**config.mk**
```make
export PLATFORM = sky130hd
export DESIGN_NAME = rtc_hms_alarm
export DESIGN_NICKNAME = d
export VERILOG_FILES = /design/src/rtl/rtc_hms_alarm.sv
export SDC_FILE = /design/constraint.sdc
export NUM_CORES = 1
export LEC_CHECK = 0
export BUFFER_PORTS_ARGS = -buffer_cell sky130_fd_sc_hd__buf_4
export CORE_ASPECT_RATIO = 0.9
export CORE_MARGIN = 4
export CORE_UTILIZATION = 45
export CTS_CLUSTER_DIAMETER = 50
export DETAILED_ROUTE_END_ITERATION = 6
export PLACE_DENSITY_LB_ADDON = 0.15
export SLEW_MARGIN = 20
export SYNTH_ARGS = -nofsm -noshare
export SYNTH_HDL_FRONTEND = slang
export SYNTH_SLANG_ARGS = --single-unit
```
**constraint.sdc**
```tcl
create_clock -name clk -period 3.6 [get_ports clk]
set_clock_uncertainty 0.1 [all_clocks]
set_input_delay 0.36 -clock clk [delete_from_list [all_inputs] [get_ports clk]]
set_output_delay 0.36 -clock clk [all_outputs]
set_load 0.005 [all_outputs]
```
**src/rtl/rtc_hms_alarm.sv**
```systemverilog
// BCD hh:mm:ss time-of-day counter with a tick prescaler, validated time load
// and a one-shot sticky alarm that matches hh:mm:00 on a second advance.
module rtc_hms_alarm #(
    parameter int unsigned TICKS_PER_SEC = 1,
    parameter bit          MODE_24H      = 1'b1
) (
    input  logic       clk,
    input  logic       reset,
    input  logic       tick_en,
    input  logic       load,
    input  logic [2:0] load_hr_tens,
    input  logic [3:0] load_hr_units,
    input  logic [2:0] load_min_tens,
    input  logic [3:0] load_min_units,
    input  logic [2:0] load_sec_tens,
    input  logic [3:0] load_sec_units,
    input  logic       load_pm,
    input  logic       alarm_we,
    input  logic [2:0] alarm_hr_tens,
    input  logic [3:0] alarm_hr_units,
    input  logic [2:0] alarm_min_tens,
    input  logic [3:0] alarm_min_units,
    input  logic       alarm_pm,
    input  logic       alarm_en,
    input  logic       alarm_clr,
    output logic [2:0] hr_tens,
    output logic [3:0] hr_units,
    output logic [2:0] min_tens,
    output logic [3:0] min_units,
    output logic [2:0] sec_tens,
    output logic [3:0] sec_units,
    output logic       pm,
    output logic       alarm,
    output logic       load_err
);

    localparam int          PW     = (TICKS_PER_SEC > 1) ? $clog2(TICKS_PER_SEC) : 1;
    localparam logic [PW-1:0] PS_MAX = PW'(TICKS_PER_SEC - 1);
    // 12-hour mode comes out of reset at 12:00 AM rather than 00:00
    localparam logic [2:0]  RST_HT = MODE_24H ? 3'd0 : 3'd1;
    localparam logic [3:0]  RST_HU = MODE_24H ? 4'd0 : 4'd2;

    function automatic logic hr_ok(input logic [2:0] t, input logic [3:0] u);
        logic ok;
        if (u > 4'd9)
            ok = 1'b0;
        else if (MODE_24H)
            ok = (t < 3'd2) || (t == 3'd2 && u <= 4'd3);
        else
            ok = (t == 3'd0 && u != 4'd0) || (t == 3'd1 && u <= 4'd2);
        return ok;
    endfunction

    function automatic logic ms_ok(input logic [2:0] t, input logic [3:0] u);
        return (t <= 3'd5) && (u <= 4'd9);
    endfunction

    logic [PW-1:0] ps_q, ps_d;
    logic [2:0]    hr_tens_q, hr_tens_d, min_tens_q, min_tens_d, sec_tens_q, sec_tens_d;
    logic [3:0]    hr_units_q, hr_units_d, min_units_q, min_units_d, sec_units_q, sec_units_d;
    logic          pm_q, pm_d;
    logic [2:0]    al_ht_q, al_ht_d, al_mt_q, al_mt_d;
    logic [3:0]    al_hu_q, al_hu_d, al_mu_q, al_mu_d;
    logic          al_pm_q, al_pm_d;
    logic          alarm_q, alarm_d;
    logic          load_err_q, load_err_d;

    logic [2:0] nht, nmt, nst;
    logic [3:0] nhu, nmu, nsu;
    logic       npm;
    logic       tick_adv, sec_adv, load_ok, alarm_ok, alarm_hit;

    always_comb begin
        // next time after one second, always derived from the current time
        nht = hr_tens_q;  nhu = hr_units_q;
        nmt = min_tens_q; nmu = min_units_q;
        nst = sec_tens_q; nsu = sec_units_q;
        npm = pm_q;
        if (sec_units_q != 4'd9) begin
            nsu = sec_units_q + 4'd1;
        end else begin
            nsu = 4'd0;
            if (sec_tens_q != 3'd5) begin
                nst = sec_tens_q + 3'd1;
            end else begin
                nst = 3'd0;
                if (min_units_q != 4'd9) begin
                    nmu = min_units_q + 4'd1;
                end else begin
                    nmu = 4'd0;
                    if (min_tens_q != 3'd5) begin
                        nmt = min_tens_q + 3'd1;
                    end else begin
                        nmt = 3'd0;
                        if (MODE_24H) begin
                            if (hr_tens_q == 3'd2 && hr_units_q == 4'd3) begin
                                nht = 3'd0; nhu = 4'd0;
                            end else if (hr_units_q == 4'd9) begin
                                nht = hr_tens_q + 3'd1; nhu = 4'd0;
                            end else begin
                                nhu = hr_units_q + 4'd1;
                            end
                        end else begin
                            // 12 -> 01 keeps the meridiem; 11 -> 12 flips it
                            if (hr_tens_q == 3'd1 && hr_units_q == 4'd2) begin
                                nht = 3'd0; nhu = 4'd1;
                            end else if (hr_tens_q == 3'd1 && hr_units_q == 4'd1) begin
                                nhu = 4'd2; npm = ~pm_q;
                            end else if (hr_units_q == 4'd9) begin
                                nht = 3'd1; nhu = 4'd0;
                            end else begin
                                nhu = hr_units_q + 4'd1;
                            end
                        end
                    end
                end
            end
        end
    end

    always_comb begin
        ps_d        = ps_q;
        hr_tens_d   = hr_tens_q;  hr_units_d  = hr_units_q;
        min_tens_d  = min_tens_q; min_units_d = min_units_q;
        sec_tens_d  = sec_tens_q; sec_units_d = sec_units_q;
        pm_d        = pm_q;
        al_ht_d     = al_ht_q; al_hu_d = al_hu_q;
        al_mt_d     = al_mt_q; al_mu_d = al_mu_q;
        al_pm_d     = al_pm_q;

        // any load strobe swallows the same-cycle tick, accepted or not
        tick_adv = tick_en && !load;
        sec_adv  = tick_adv && (ps_q == PS_MAX);
        load_ok  = hr_ok(load_hr_tens, load_hr_units) &&
                   ms_ok(load_min_tens, load_min_units) &&
                   ms_ok(load_sec_tens, load_sec_units);
        alarm_ok = hr_ok(alarm_hr_tens, alarm_hr_units) &&
                   ms_ok(alarm_min_tens, alarm_min_units);

        if (tick_adv)
            ps_d = (ps_q == PS_MAX) ? '0 : ps_q + PW'(1);

        if (load) begin
            if (load_ok) begin
                hr_tens_d   = load_hr_tens;   hr_units_d  = load_hr_units;
                min_tens_d  = load_min_tens;  min_units_d = load_min_units;
                sec_tens_d  = load_sec_tens;  sec_units_d = load_sec_units;
                pm_d        = MODE_24H ? 1'b0 : load_pm;
                ps_d        = '0;
            end
        end else if (sec_adv) begin
            hr_tens_d  = nht; hr_units_d  = nhu;
            min_tens_d = nmt; min_units_d = nmu;
            sec_tens_d = nst; sec_units_d = nsu;
            pm_d       = MODE_24H ? 1'b0 : npm;
        end

        if (alarm_we && alarm_ok) begin
            al_ht_d = alarm_hr_tens;  al_hu_d = alarm_hr_units;
            al_mt_d = alarm_min_tens; al_mu_d = alarm_min_units;
            al_pm_d = MODE_24H ? 1'b0 : alarm_pm;
        end

        alarm_hit = sec_adv && alarm_en && nst == 3'd0 && nsu == 4'd0 &&
                    nht == al_ht_q && nhu == al_hu_q &&
                    nmt == al_mt_q && nmu == al_mu_q &&
                    (MODE_24H || npm == al_pm_q);
        alarm_d    = alarm_hit ? 1'b1 : (alarm_clr ? 1'b0 : alarm_q);
        load_err_d = (load && !load_ok) || (alarm_we && !alarm_ok);
    end

    always_ff @(posedge clk or posedge reset) begin
        if (reset) begin
            ps_q        <= '0;
            hr_tens_q   <= RST_HT; hr_units_q  <= RST_HU;
            min_tens_q  <= 3'd0;   min_units_q <= 4'd0;
            sec_tens_q  <= 3'd0;   sec_units_q <= 4'd0;
            pm_q        <= 1'b0;
            al_ht_q     <= RST_HT; al_hu_q <= RST_HU;
            al_mt_q     <= 3'd0;   al_mu_q <= 4'd0;
            al_pm_q     <= 1'b0;
            alarm_q     <= 1'b0;
            load_err_q  <= 1'b0;
        end else begin
            ps_q        <= ps_d;
            hr_tens_q   <= hr_tens_d;  hr_units_q  <= hr_units_d;
            min_tens_q  <= min_tens_d; min_units_q <= min_units_d;
            sec_tens_q  <= sec_tens_d; sec_units_q <= sec_units_d;
            pm_q        <= pm_d;
            al_ht_q     <= al_ht_d; al_hu_q <= al_hu_d;
            al_mt_q     <= al_mt_d; al_mu_q <= al_mu_d;
            al_pm_q     <= al_pm_d;
            alarm_q     <= alarm_d;
            load_err_q  <= load_err_d;
        end
    end

    assign hr_tens   = hr_tens_q;
    assign hr_units  = hr_units_q;
    assign min_tens  = min_tens_q;
    assign min_units = min_units_q;
    assign sec_tens  = sec_tens_q;
    assign sec_units = sec_units_q;
    assign pm        = pm_q;
    assign alarm     = alarm_q;
    assign load_err  = load_err_q;

endmodule

```
# Word-level counts from Yosys, hierarchy flattened

Cells that the tools add are included.

Register bits after elaboration: 39
Input bits: 44

Add/subtract/negate cells: 7
Order comparisons: 12
Equal/unequal tests: 14
Multiplexer cells: 51
Bitwise operators: 1
Reduce and logical (&&, ||, !) cells: 32

Operators by type and width:

| kind                  | count |
|---|---|
| $mux W4               | 19 |
| $mux W3               | 21 |
| $logic_and A1 B1 Y1   | 21 |
| $add A4 B1 Y4 const B | 3 |
| $le A4 B4 Y1 const B  | 3 |
| $mux W1               | 11 |
| $add A3 B1 Y3 const B | 3 |
| $eq A3 B2 Y1 const B  | 3 |
| $le A3 B3 Y1 const B  | 3 |
| $eq A4 B4 Y1          | 2 |
| $gt A4 B4 Y1 const B  | 2 |
| $le A4 B2 Y1 const B  | 2 |
| $ne A4 B4 Y1 const B  | 2 |
| $eq A3 B3 Y1          | 2 |
| $lt A3 B2 Y1 const B  | 2 |
| $ne A3 B3 Y1 const B  | 2 |
| $eq A4 B2 Y1 const B  | 1 |
| $eq A4 B4 Y1 const B  | 1 |
| $logic_not A4 Y1      | 1 |
| $reduce_bool A2 Y1    | 2 |
| $logic_not A1 Y1      | 3 |
| $logic_not A3 Y1      | 1 |
| $logic_or A1 B1 Y1    | 3 |
| $ne A2 B1 Y1 const B  | 1 |
| other kinds (3)       | 3 |

# Longest topological paths before layout

Gate-level depths: netlist of the first run.

Word-level depth: 13
Depth in mapped cells: 10
Gate-level depth less buffers: 9

# Worst setup path before layout of the first run

No wires, ideal clock.

Kind: reg-to-reg
Start point: register sec_units_q[2] (netlist: sec_units[2])
End point: register alarm_q (netlist: alarm)
Setup time: 95 ps
Data arrival time: 2398 ps
Data required time: 3405 ps
Slack: 1006 ps
Stages on the path, launching flop included: 11
Path buffers: 3
Period minus slack after synthesis: 2594 ps
Cell sequence: dfrtp_1 > buf_6 > nand4bb_1 > buf_2 > or4_4 > buf_6 > o31ai_1 > xnor2_1 > o21ai_0 > nand4b_1 > o32ai_2

Word-level cells in the longest chain between the ends: 10
Elaborated cells on any way between the ends: 22
Classes of those cells: add/sub (1); eq/ne (5); mux (7); reduce/logical (9)

RTL lines:

| element                                                               | RTL line | RTL |
|---|---|---|
| from (decl)                                                           | 60       | `logic [3:0] hr_units_q, hr_units_d, min_units_q, min_units_d, sec_units_q, sec_units_d;` |
| from (signal assigned)                                                | 188      | `sec_tens_q <= sec_tens_d; sec_units_q <= sec_units_d;` |
| parallel branches: the longest is 8 deep, another holds $add A4 B1 Y4 | --       |  |
| $logic_and A1 B1 Y1 *                                                 | 166      | `nmt == al_mt_q && nmu == al_mu_q &&` |
| $mux W1 or $reduce_bool A2 Y1 (tied branches)                         | --       |  |
| to (signal assigned)                                                  | 193      | `alarm_q <= alarm_d;` |
| to (decl)                                                             | 65       | `logic alarm_q, alarm_d;` |

Mark *: on every way between the ends.
A chain may end at the register's enable or synchronous reset.

# Worst setup path after layout of the first run

Start point: register sec_units_q[1] (netlist: sec_units[1])
End point: register alarm_q (netlist: alarm)

The elaborated chain is that of the path after synthesis.

==> results.py, run 1 <==
metrics = {
    "grt": {
        "grt_overflow": 0,
        "antenna_found_initial": 0,
        "track_usage_pct": 21.0,
        "grt_max_degree": 39,
        "grt_pass1_vias": 2441,
        "grt_pass1_wl_um": 11800,
    },
    "clock_tree": {
        "hold_buffers": 0,
        "cts_htree_levels": 2,
        "cts_setup_buffers": 0,
        "cts.repair.resized": 0,
        "cts_buffers": 5,
        "cts_tree": "yes",
        "clk_pin_slew_ns": 0.08,
        "clk_latency_ns": 0.30,
        "clockRootBuffer": "clkbuf_8",
        "clock_sinks": 38,
        "cts_buffer_depth": 2,
    },
    "synthesis": {
        "syn_avg_cell_area_sq_um": 8.59,
        "syn_nets": 351,
        "syn_area_sq_um": 2600,
        "synth_area_leaders": "dfrtp_1, o21ai_0, mux2_2, nand2_1, xnor2_1",
        "synthArstFlopShare_pct": 100,
        "synth_top_area_share_pct": 36.5,
        "synth_most_common_cell": "o21ai_0",
        "synth_edf_count": 0,
        "yosysUniqueCellTypes": 55,
        "synth_commonest_cells": "o21ai_0, dfrtp_1, nand2_1",
        "synthCells": 303,
        "synth_top_area_cell": "dfrtp_1",
        "synth_warnings": 0,
        "synth-seq-cells": 38,
        "seq_area_frac_synth_pct": 36.5,
        "synthFlopType": "dfrtp_1",
    },
    "placement": {
        "dpl_worst_slack_ns": 0.739,
        "dp_hpwl_um": 5240,
        "dp.cells": 418,
        "placed_area_sq_um": 3080,
        "io_buffers": 64,
        "gp_congestion": 0.892,
    },
    "timing": {
        "slew_violations": 0,
        "fin_setup_tns_ns": 0,
        "clock.fmax_ghz": 0.344,
        "rsz0062_at_grt": "no",
        "setup_ws_ns": 0.693,
        "finalCritPeriodShare_pct": 80.7,
        "max-slew-margin-rel_pct": 55.3,
        "worst_pin_slew_ns": 0.671,
        "fin_crit_ns": 2.91,
        "hold_viol": 0,
        "setup_viol": 0,
    },
    "job": {
        "drv_cap": 0,
    },
    "final_layout": {
        "diodes": 0,
        "fin_nets": 403,
        "drive_gt1_share_pct": 25.6,
        "final_cells": 426,
        "area_growth_pct": 21.9,
        "final_util_pct": 56.1,
        "fin_area_sq_um": 3170,
        "fillers": 552,
    },
    "route": {
        "dr.first_iter.drc_count": 138,
        "wire_per_inst_um": 16.6,
        "vias_per_cell": 5.90,
        "wl_um": 7090,
        "ant_nets": 0,
        "drc": 0,
        "first_pass_iters": 4,
        "vias": 2513,
    },
    "floorplanning": {
        "rows": 26,
        "die_w_um": 88.2,
        "die_area_sq_um": 7070,
        "die_h_um": 80.2,
        "initial_utilization_pct": 46.0,
        "core_sq_um": 5660,
        "boundaryPins": 68,
    },
    "worst_setup_path": {
        "worstPathMaxFanout": 10,
        "endpoint_kind": "register",
        "arrival_ns": 3.01,
        "critPathLaunch": "sec_units[1]$_DFFE_PP0P_",
        "crit_required_ns": 3.70,
        "regToRegStartpoint": "sec_units[1]$_DFFE_PP0P_",
        "worst_setup_path_start_kind": "register",
        "path_class": "register to register",
    },
    "status": {
        "status": "complete, no violations",
    },
    "power": {
        "powerDensity_nw_per_um2": 451,
        "irDropWorstVdd_mv": 0.233,
        "leakagePower_nw": 1.38,
    },
    "hold_path": {
        "hp-class": "input pin to async pin",
    },
}
## state kept, by name, summed over array words and instances, names as in the netlist, 3 cells and up
name       count
al_hu_q        4
al_mu_q        4
hr_units       4
min_units      4
sec_units      4
al_ht_q        3
al_mt_q        3
hr_tens        3
min_tens       3
sec_tens       3
## layout make-up
cell class              count  area (sq um)  area share, %
multi-input cells         225          1470           46.4
inverters                  18          67.6           2.13
clock inverters             1          5.00          0.158
well taps                  70          87.6           2.76
clock buffers               7          86.3           2.72
flip-flops and latches     38           951           30.0
repair buffers             67           503           15.9
## kinds of logic after synthesis
| family | share of synthesized area (%) |
|---|---|
| AO/OA/AOI/OAI | 23.2 |
| XOR/XNOR | 5.05 |
| adder cells (fa/ha/maj) | 1.92 |
| buffers and inverters | 6.92 |
| flip-flops | 36.5 |
| multiplexers | 7.83 |
| other | 0.144 |
| AND/OR/NAND/NOR | 18.4 |
## report_power, final
group / internal (mW) / switching [mW]
combinational: 0.253 / 0.214
clock: 0.155 / 0.157
sequential: 0.511 / 0.140
total: 0.919 / 0.510
## worst paths after layout
check                                          end  slack [ns]  depth (start not counted)
max                              alarm$_DFFE_PP0P_        0.69                          7
max reg2reg                      alarm$_DFFE_PP0P_        0.69                          7
max in group asynchronous  hr_units[3]$_DFFE_PP0P_        2.96                          3
min reg2reg                 al_ht_q[2]$_DFFE_PP0P_        0.43                          1
min in group clk                 alarm$_DFFE_PP0P_        0.14                          2
min                                 ps_q$_DFF_PP0_        0.08                          3
## metal layers
metal	global-route usage [%]	vias up	wire, um
li1	-	1212	-
met2	33.6	81	3310
met5	0	-	0
met1	29.5	1213	3310
met3	3.49	7	404
met4	5.14	0	59
## critical path: stages, from the launching register on
cell and delay (ns):
dfrtp_1 0.50, nand4bb_1 0.46, or4_4 0.72, o31ai_1 0.30
xnor2_1 0.15, o21ai_0 0.11, nand4b_1 0.21, o32ai_2 0.27
## layout by cell type, fill, tap and decap left out, drive strengths merged, types with 3 or more instances in the layout
cell / instances
mux2i: 8
a211oi: 3
xnor2: 12
dfrtp: 38
ha: 4
buf: 67
clkbuf: 7
o21a: 3
mux2: 11
nor2: 10
o21ai: 43
a21oi: 15
nor4: 5
nand4: 4
xor2: 3
a2111oi: 3
nand3: 6
nand2: 32
a32oi: 3
a221o: 3
inv: 18
nand3b: 3
nor3: 13
or3: 4
a22oi: 4
nand4bb: 3
## through the flow
| stage | power (mW) | hold slack, ns |
|---|---|---|
| 2_1_floorplan | 0.940 | 0.347 |
| 3_3_place_gp | 1.11 | 0.408 |
| 3_5_place_dp | 1.12 | 0.417 |
| 4_1_cts | 1.43 | 0.101 |
| 5_1_grt | 1.53 | 0.138 |
| 6_report | 1.43 | 0.0804 |
Power figures use the tool's default switching activity.
==> inputs of run 2 (changes only) <==
==> constraint.sdc (replaced) <==
create_clock -name clk -period 3.01 [get_ports clk]
set_clock_uncertainty 0.1 [all_clocks]
set_input_delay 0.301 -clock clk [delete_from_list [all_inputs] [get_ports clk]]
set_output_delay 0.301 -clock clk [all_outputs]
set_load 0.005 [all_outputs]
==> run 2 against run 1 <==
Combinational power grew 31%. Critical path depth is the same. Utilization grew 2.1 points. Via count grew 0.24%. Clock power grew 75%. Sequential power grew 15%. Routed wire length shrank 1.5%. Non-clock buffer count grew 9. First-iteration DRC count shrank 17%. Global-route usage shrank 0.54 points.
==> results.py, run 2 (synthesis gave the netlist of run 1 again) <==
metrics = {
    "clock_tree": {
        "cts.repair.resized": 0,
        "cts_htree_levels": 2,
        "cts_setup_buffers": 0,
        "clockRootBuffer": "clkbuf_8",
        "clock_sinks": 38,
        "cts_tree": "yes",
        "clk_latency_ns": 0.29,
        "cts_buffer_depth": 2,
        "cts_buffers": 5,
        "clk_pin_slew_ns": 0.08,
        "hold_buffers": 0,
    },
    "job": {
        "drv_cap": 0,
    },
    "route": {
        "vias": 2519,
        "wl_um": 6990,
        "wire_per_inst_um": 16.1,
        "vias_per_cell": 5.79,
        "first_pass_iters": 4,
        "ant_nets": 0,
        "dr.first_iter.drc_count": 115,
        "drc": 0,
    },
    "grt": {
        "grt_overflow": 0,
        "grt_max_degree": 39,
        "antenna_found_initial": 0,
        "grt_pass1_wl_um": 11400,
        "grt_pass1_vias": 2433,
        "track_usage_pct": 20.5,
    },
    "timing": {
        "hold_ws_ns": 0.0265,
        "fin_setup_tns_ns": 0,
        "fin_crit_ns": 2.65,
        "hold_viol": 0,
        "rsz0062_at_grt": "no",
        "max-slew-margin-rel_pct": 56.5,
        "finalCritPeriodShare_pct": 88.1,
        "setup_viol": 0,
        "slew_violations": 0,
        "worst_pin_slew_ns": 0.653,
        "clock.fmax_ghz": 0.377,
    },
    "final_layout": {
        "fin_nets": 412,
        "final_cell_mix": "buf_4, o21ai_0, dfrtp_1",
        "drive_gt1_share_pct": 27.7,
        "area_growth_pct": 26.4,
        "layout_commonest_cell": "buf_4",
        "multi_input_area_sq_um": 1470,
        "fillers": 541,
        "final-seq-area_sq_um": 951,
        "diodes": 0,
    },
    "worst_setup_path": {
        "worst_setup_path_start_kind": "register",
        "rrSetupSlack_ns": 0.36,
        "path_class": "register to register",
        "worst_path_max_delay_cell": "or4_4",
        "crit_buf_inv": 0,
        "slowest_delay_ns": 0.61,
        "worstPathMaxFanout": 9,
        "reg2reg_to": "alarm$_DFFE_PP0P_",
        "arrival_ns": 2.75,
        "crit_cells": 7,
        "crit_required_ns": 3.11,
        "regToRegStartpoint": "min_units[2]$_DFFE_PP0P_",
        "path_cells": "nand4bb_1 > or4_4 > o31ai_1 > xnor2_1 > o21ai_0 > nand4b_1 > o32ai_2",
        "r2r_cells": 7,
        "cpLargestDelayFamily": "simple AND/OR/NAND/NOR gates",
        "endpoint_kind": "register",
    },
    "power": {
        "power_mw": 1.90,
        "leakagePower_nw": 1.45,
        "powerDensity_nw_per_um2": 578,
        "irDropWorstVdd_mv": 0.425,
    },
    "hold_path": {
        "hp-class": "input pin to async pin",
    },
    "placement": {
        "io_buffers": 64,
        "dp_hpwl_um": 5340,
        "gp_congestion": 0.921,
    },
    "floorplanning": {
        "initial_utilization_pct": 46.0,
        "die_w_um": 88.2,
        "core_sq_um": 5660,
        "die_area_sq_um": 7070,
        "rows": 26,
        "boundaryPins": 68,
        "die_h_um": 80.2,
    },
    "status": {
        "status": "complete, no violations",
    },
}
run 2: metal layers:
| metal | GRT usage (%) | wire length, um | part of all wire (%) |
|---|---|---|---|
| met1 | 27.4 | 3270 | 47 |
| met2 | 33.8 | 3320 | 48 |
| met3 | 3.90 | 325 | 4.7 |
| met4 | 5.14 | 74 | 1.1 |
| met5 | 0 | 0 | 0 |
run 2: cell type report:
class,instances,area share (%)
multi-input cells,225,44.7
flip-flops and latches,38,28.9
repair buffers,76,17.3
well taps,70,2.66
clock buffers,6,2.51
inverters,18,2.05
clock inverters,2,1.82
run 2: worst max path at each step:
stage,start,endpoint
2_1_floorplan,sec_units[2]$_DFFE_PP0P_,alarm$_DFFE_PP0P_
3_3_place_gp,min_units[2]$_DFFE_PP0P_,alarm$_DFFE_PP0P_
3_5_place_dp,min_units[2]$_DFFE_PP0P_,alarm$_DFFE_PP0P_
4_1_cts,min_units[2]$_DFFE_PP0P_,alarm$_DFFE_PP0P_
5_1_grt,min_units[2]$_DFFE_PP0P_,alarm$_DFFE_PP0P_
6_report,min_units[2]$_DFFE_PP0P_,alarm$_DFFE_PP0P_
run 2: tightest hold or removal path, cell delays in order:
cell and delay, ns:
buf_4 0.11, inv_1 0.04, buf_4 0.42
run 2: power by group:
group | leakage, nW | switching (mW) | internal (mW) | total, mW
sequential | 0.470 | 0.135 | 0.611 | 0.746
combinational | 0.907 | 0.287 | 0.326 | 0.613
clock | 0.0714 | 0.191 | 0.354 | 0.545
run 2: through the flow:
step / utilization [%] / setup WS (ns) / instances / area [sq um]
after floorplan: - / 0.416 / 303 / 2600
after global placement: 55.6 / 0.426 / 427 / 3150
after detailed placement: 55.6 / 0.377 / 427 / 3150
after CTS: 58.2 / 0.358 / 435 / 3290
after global routing: 58.2 / 0.212 / 435 / 3290
final: 58.2 / 0.359 / 435 / 3290
==> inputs of run 3 (changes only) <==
--- a/config.mk
+++ b/config.mk
@@ -11,7 +11,9 @@
 export CORE_UTILIZATION = 45
 export CTS_CLUSTER_DIAMETER = 50
 export DETAILED_ROUTE_END_ITERATION = 6
-export PLACE_DENSITY_LB_ADDON = 0.15
+export HOLD_SLACK_MARGIN = 0.08
+export PLACE_DENSITY = 0.7
+export SKIP_CTS_REPAIR_TIMING = 1
 export SLEW_MARGIN = 20
 export SYNTH_ARGS = -nofsm -noshare
 export SYNTH_HDL_FRONTEND = slang
==> run 3 against run 2 <==
Via count is 2.9% lower. Global-route usage is 0.16 points higher. Maximum frequency is 2.5% lower. Sequential power is 3.2% higher. Flip-flop and latch count stayed put. Die area stayed put. Setup slack worse by 0.067 ns. Combinational power is 6.5% lower. Register-to-register slack worse by 0.07 ns. Critical endpoint unchanged. Highest routed layer unchanged.
==> results.py, run 3 (synthesis gave the netlist of run 1 again) <==
metrics = {
    "final_layout": {
        "drive_gt1_share_pct": 26.5,
        "diodes": 0,
        "area_growth_pct": 23.7,
        "final_cell_mix": "buf_4, o21ai_0, dfrtp_1",
        "layout_commonest_cell": "buf_4",
        "fin_nets": 409,
    },
    "grt": {
        "grt_pass1_vias": 2337,
        "track_usage_pct": 20.6,
        "antenna_found_initial": 0,
        "grt_max_degree": 39,
        "grt_pass1_wl_um": 11400,
        "grt_overflow": 0,
    },
    "placement": {
        "io_buffers": 64,
        "dpl_worst_slack_ns": 0.298,
        "gp_congestion": 0.852,
        "dp_hpwl_um": 5250,
    },
    "route": {
        "vias_per_cell": 5.66,
        "wire_per_inst_um": 16.1,
        "drc": 0,
        "first_pass_iters": 4,
        "ant_nets": 0,
        "vias": 2447,
        "dr.first_iter.drc_count": 106,
        "wl_um": 6970,
    },
    "power": {
        "pwr-share-clk_pct": 21.8,
        "leakagePower_nw": 1.41,
        "powerDensity_nw_per_um2": 533,
        "p_sw_mw": 0.609,
        "swShare_pct": 35.5,
        "intPower_mw": 1.11,
        "seq_power_share_pct": 44.8,
        "p_comb_share_pct": 33.4,
        "irDropWorstVdd_mv": 0.302,
    },
    "timing": {
        "clock.fmax_ghz": 0.368,
        "slew_violations": 0,
        "max-slew-margin-rel_pct": 56.5,
        "fin_crit_ns": 2.72,
        "hold_ws_ns": 0.0178,
        "setup_ws_ns": 0.292,
        "finalCritPeriodShare_pct": 90.3,
        "hold_viol": 0,
        "fin_setup_tns_ns": 0,
        "rsz0062_at_grt": "no",
        "setup_viol": 0,
        "worst_pin_slew_ns": 0.652,
    },
    "worst_setup_path": {
        "endpoint_kind": "register",
        "crit_required_ns": 3.12,
        "worst_setup_path_start_kind": "register",
        "reg2reg_to": "alarm$_DFFE_PP0P_",
        "regToRegStartpoint": "min_units[1]$_DFFE_PP0P_",
        "path_class": "register to register",
        "worstPathMaxFanout": 11,
        "rrSetupSlack_ns": 0.29,
        "r2r_cells": 7,
        "arrival_ns": 2.83,
    },
    "clock_tree": {
        "cts_buffers": 5,
        "cts_tree": "yes",
        "clk_pin_slew_ns": 0.08,
        "cts_htree_levels": 2,
        "clk_latency_ns": 0.30,
        "clock_sinks": 38,
        "cts_buffer_depth": 2,
        "clockRootBuffer": "clkbuf_8",
    },
    "job": {
        "drv_cap": 0,
    },
    "floorplanning": {
        "initial_utilization_pct": 46.0,
        "rows": 26,
        "die_w_um": 88.2,
        "core_sq_um": 5660,
        "die_area_sq_um": 7070,
        "die_h_um": 80.2,
        "boundaryPins": 68,
    },
    "hold_path": {
        "hp-class": "input pin to async pin",
    },
    "status": {
        "status": "complete, no violations",
    },
}
==> run 3: changes by cell type in the layout (fill, tap and decap cells not counted), sizes merged <==
cell | before | now
buf | 76 | 72
bufinv | 2 | 0
clkbuf | 6 | 7
clkinv | 0 | 1
dlygate4sd3 | 0 | 1
==> run 3: critical path, stage by stage (launching register included) <==
cell,delay [ns]
dfrtp_1,0.49
nand4bb_1,0.32
or4_4,0.60
o31ai_1,0.38
xnor2_1,0.17
o21ai_0,0.10
nand4b_1,0.20
o32ai_2,0.27
==> run 3: metrics by stage <==
step,util (%),std cells,cell area [sq um],power (mW)
floorplan,-,303,2600,1.12
global placement,55.1,423,3120,1.33
detailed placement,55.1,423,3120,1.35
CTS,56.7,431,3210,1.72
global route,56.9,432,3220,1.83
finish,56.9,432,3220,1.72
==> run 3: worst max-delay path by stage <==
stage / startpoint / end / slack, ns / cells after the start
after floorplan: sec_units[2]$_DFFE_PP0P_ / alarm$_DFFE_PP0P_ / 0.42 / 10
after global placement: min_units[1]$_DFFE_PP0P_ / alarm$_DFFE_PP0P_ / 0.38 / 7
after detailed placement: min_units[1]$_DFFE_PP0P_ / alarm$_DFFE_PP0P_ / 0.30 / 7
after CTS: min_units[1]$_DFFE_PP0P_ / alarm$_DFFE_PP0P_ / 0.27 / 7
after global routing: min_units[1]$_DFFE_PP0P_ / alarm$_DFFE_PP0P_ / 0.11 / 7
final: min_units[1]$_DFFE_PP0P_ / alarm$_DFFE_PP0P_ / 0.29 / 7
==> run 3: cell type report <==
class | instances | area (sq um)
clock inverters | 1 | 5.00
clock buffers | 7 | 86.3
repair buffers | 73 | 551
multi-input cells | 225 | 1470
flip-flops and latches | 38 | 951
well taps | 70 | 87.6
fillers | 528 | 2440
inverters | 18 | 67.6
==> run 3: metal layers <==
layer	global-route usage (%)	part of all wire [%]	routed length, um	vias up
met5	0	0	0	-
met4	7.25	1.3	90	0
met3	4.21	5.7	394	11
met2	32.4	47	3300	64
met1	28.0	46	3190	1153
li1	-	-	-	1219
==> run 3: power by group through the flow <==
stage	clock network (mW)	registers, mW	logic, mW
after floorplan	0	0.714	0.410
after global placement	0	0.774	0.559
after detailed placement	0	0.776	0.574
after CTS	0.382	0.767	0.575
after global routing	0.403	0.790	0.638
final	0.374	0.770	0.573
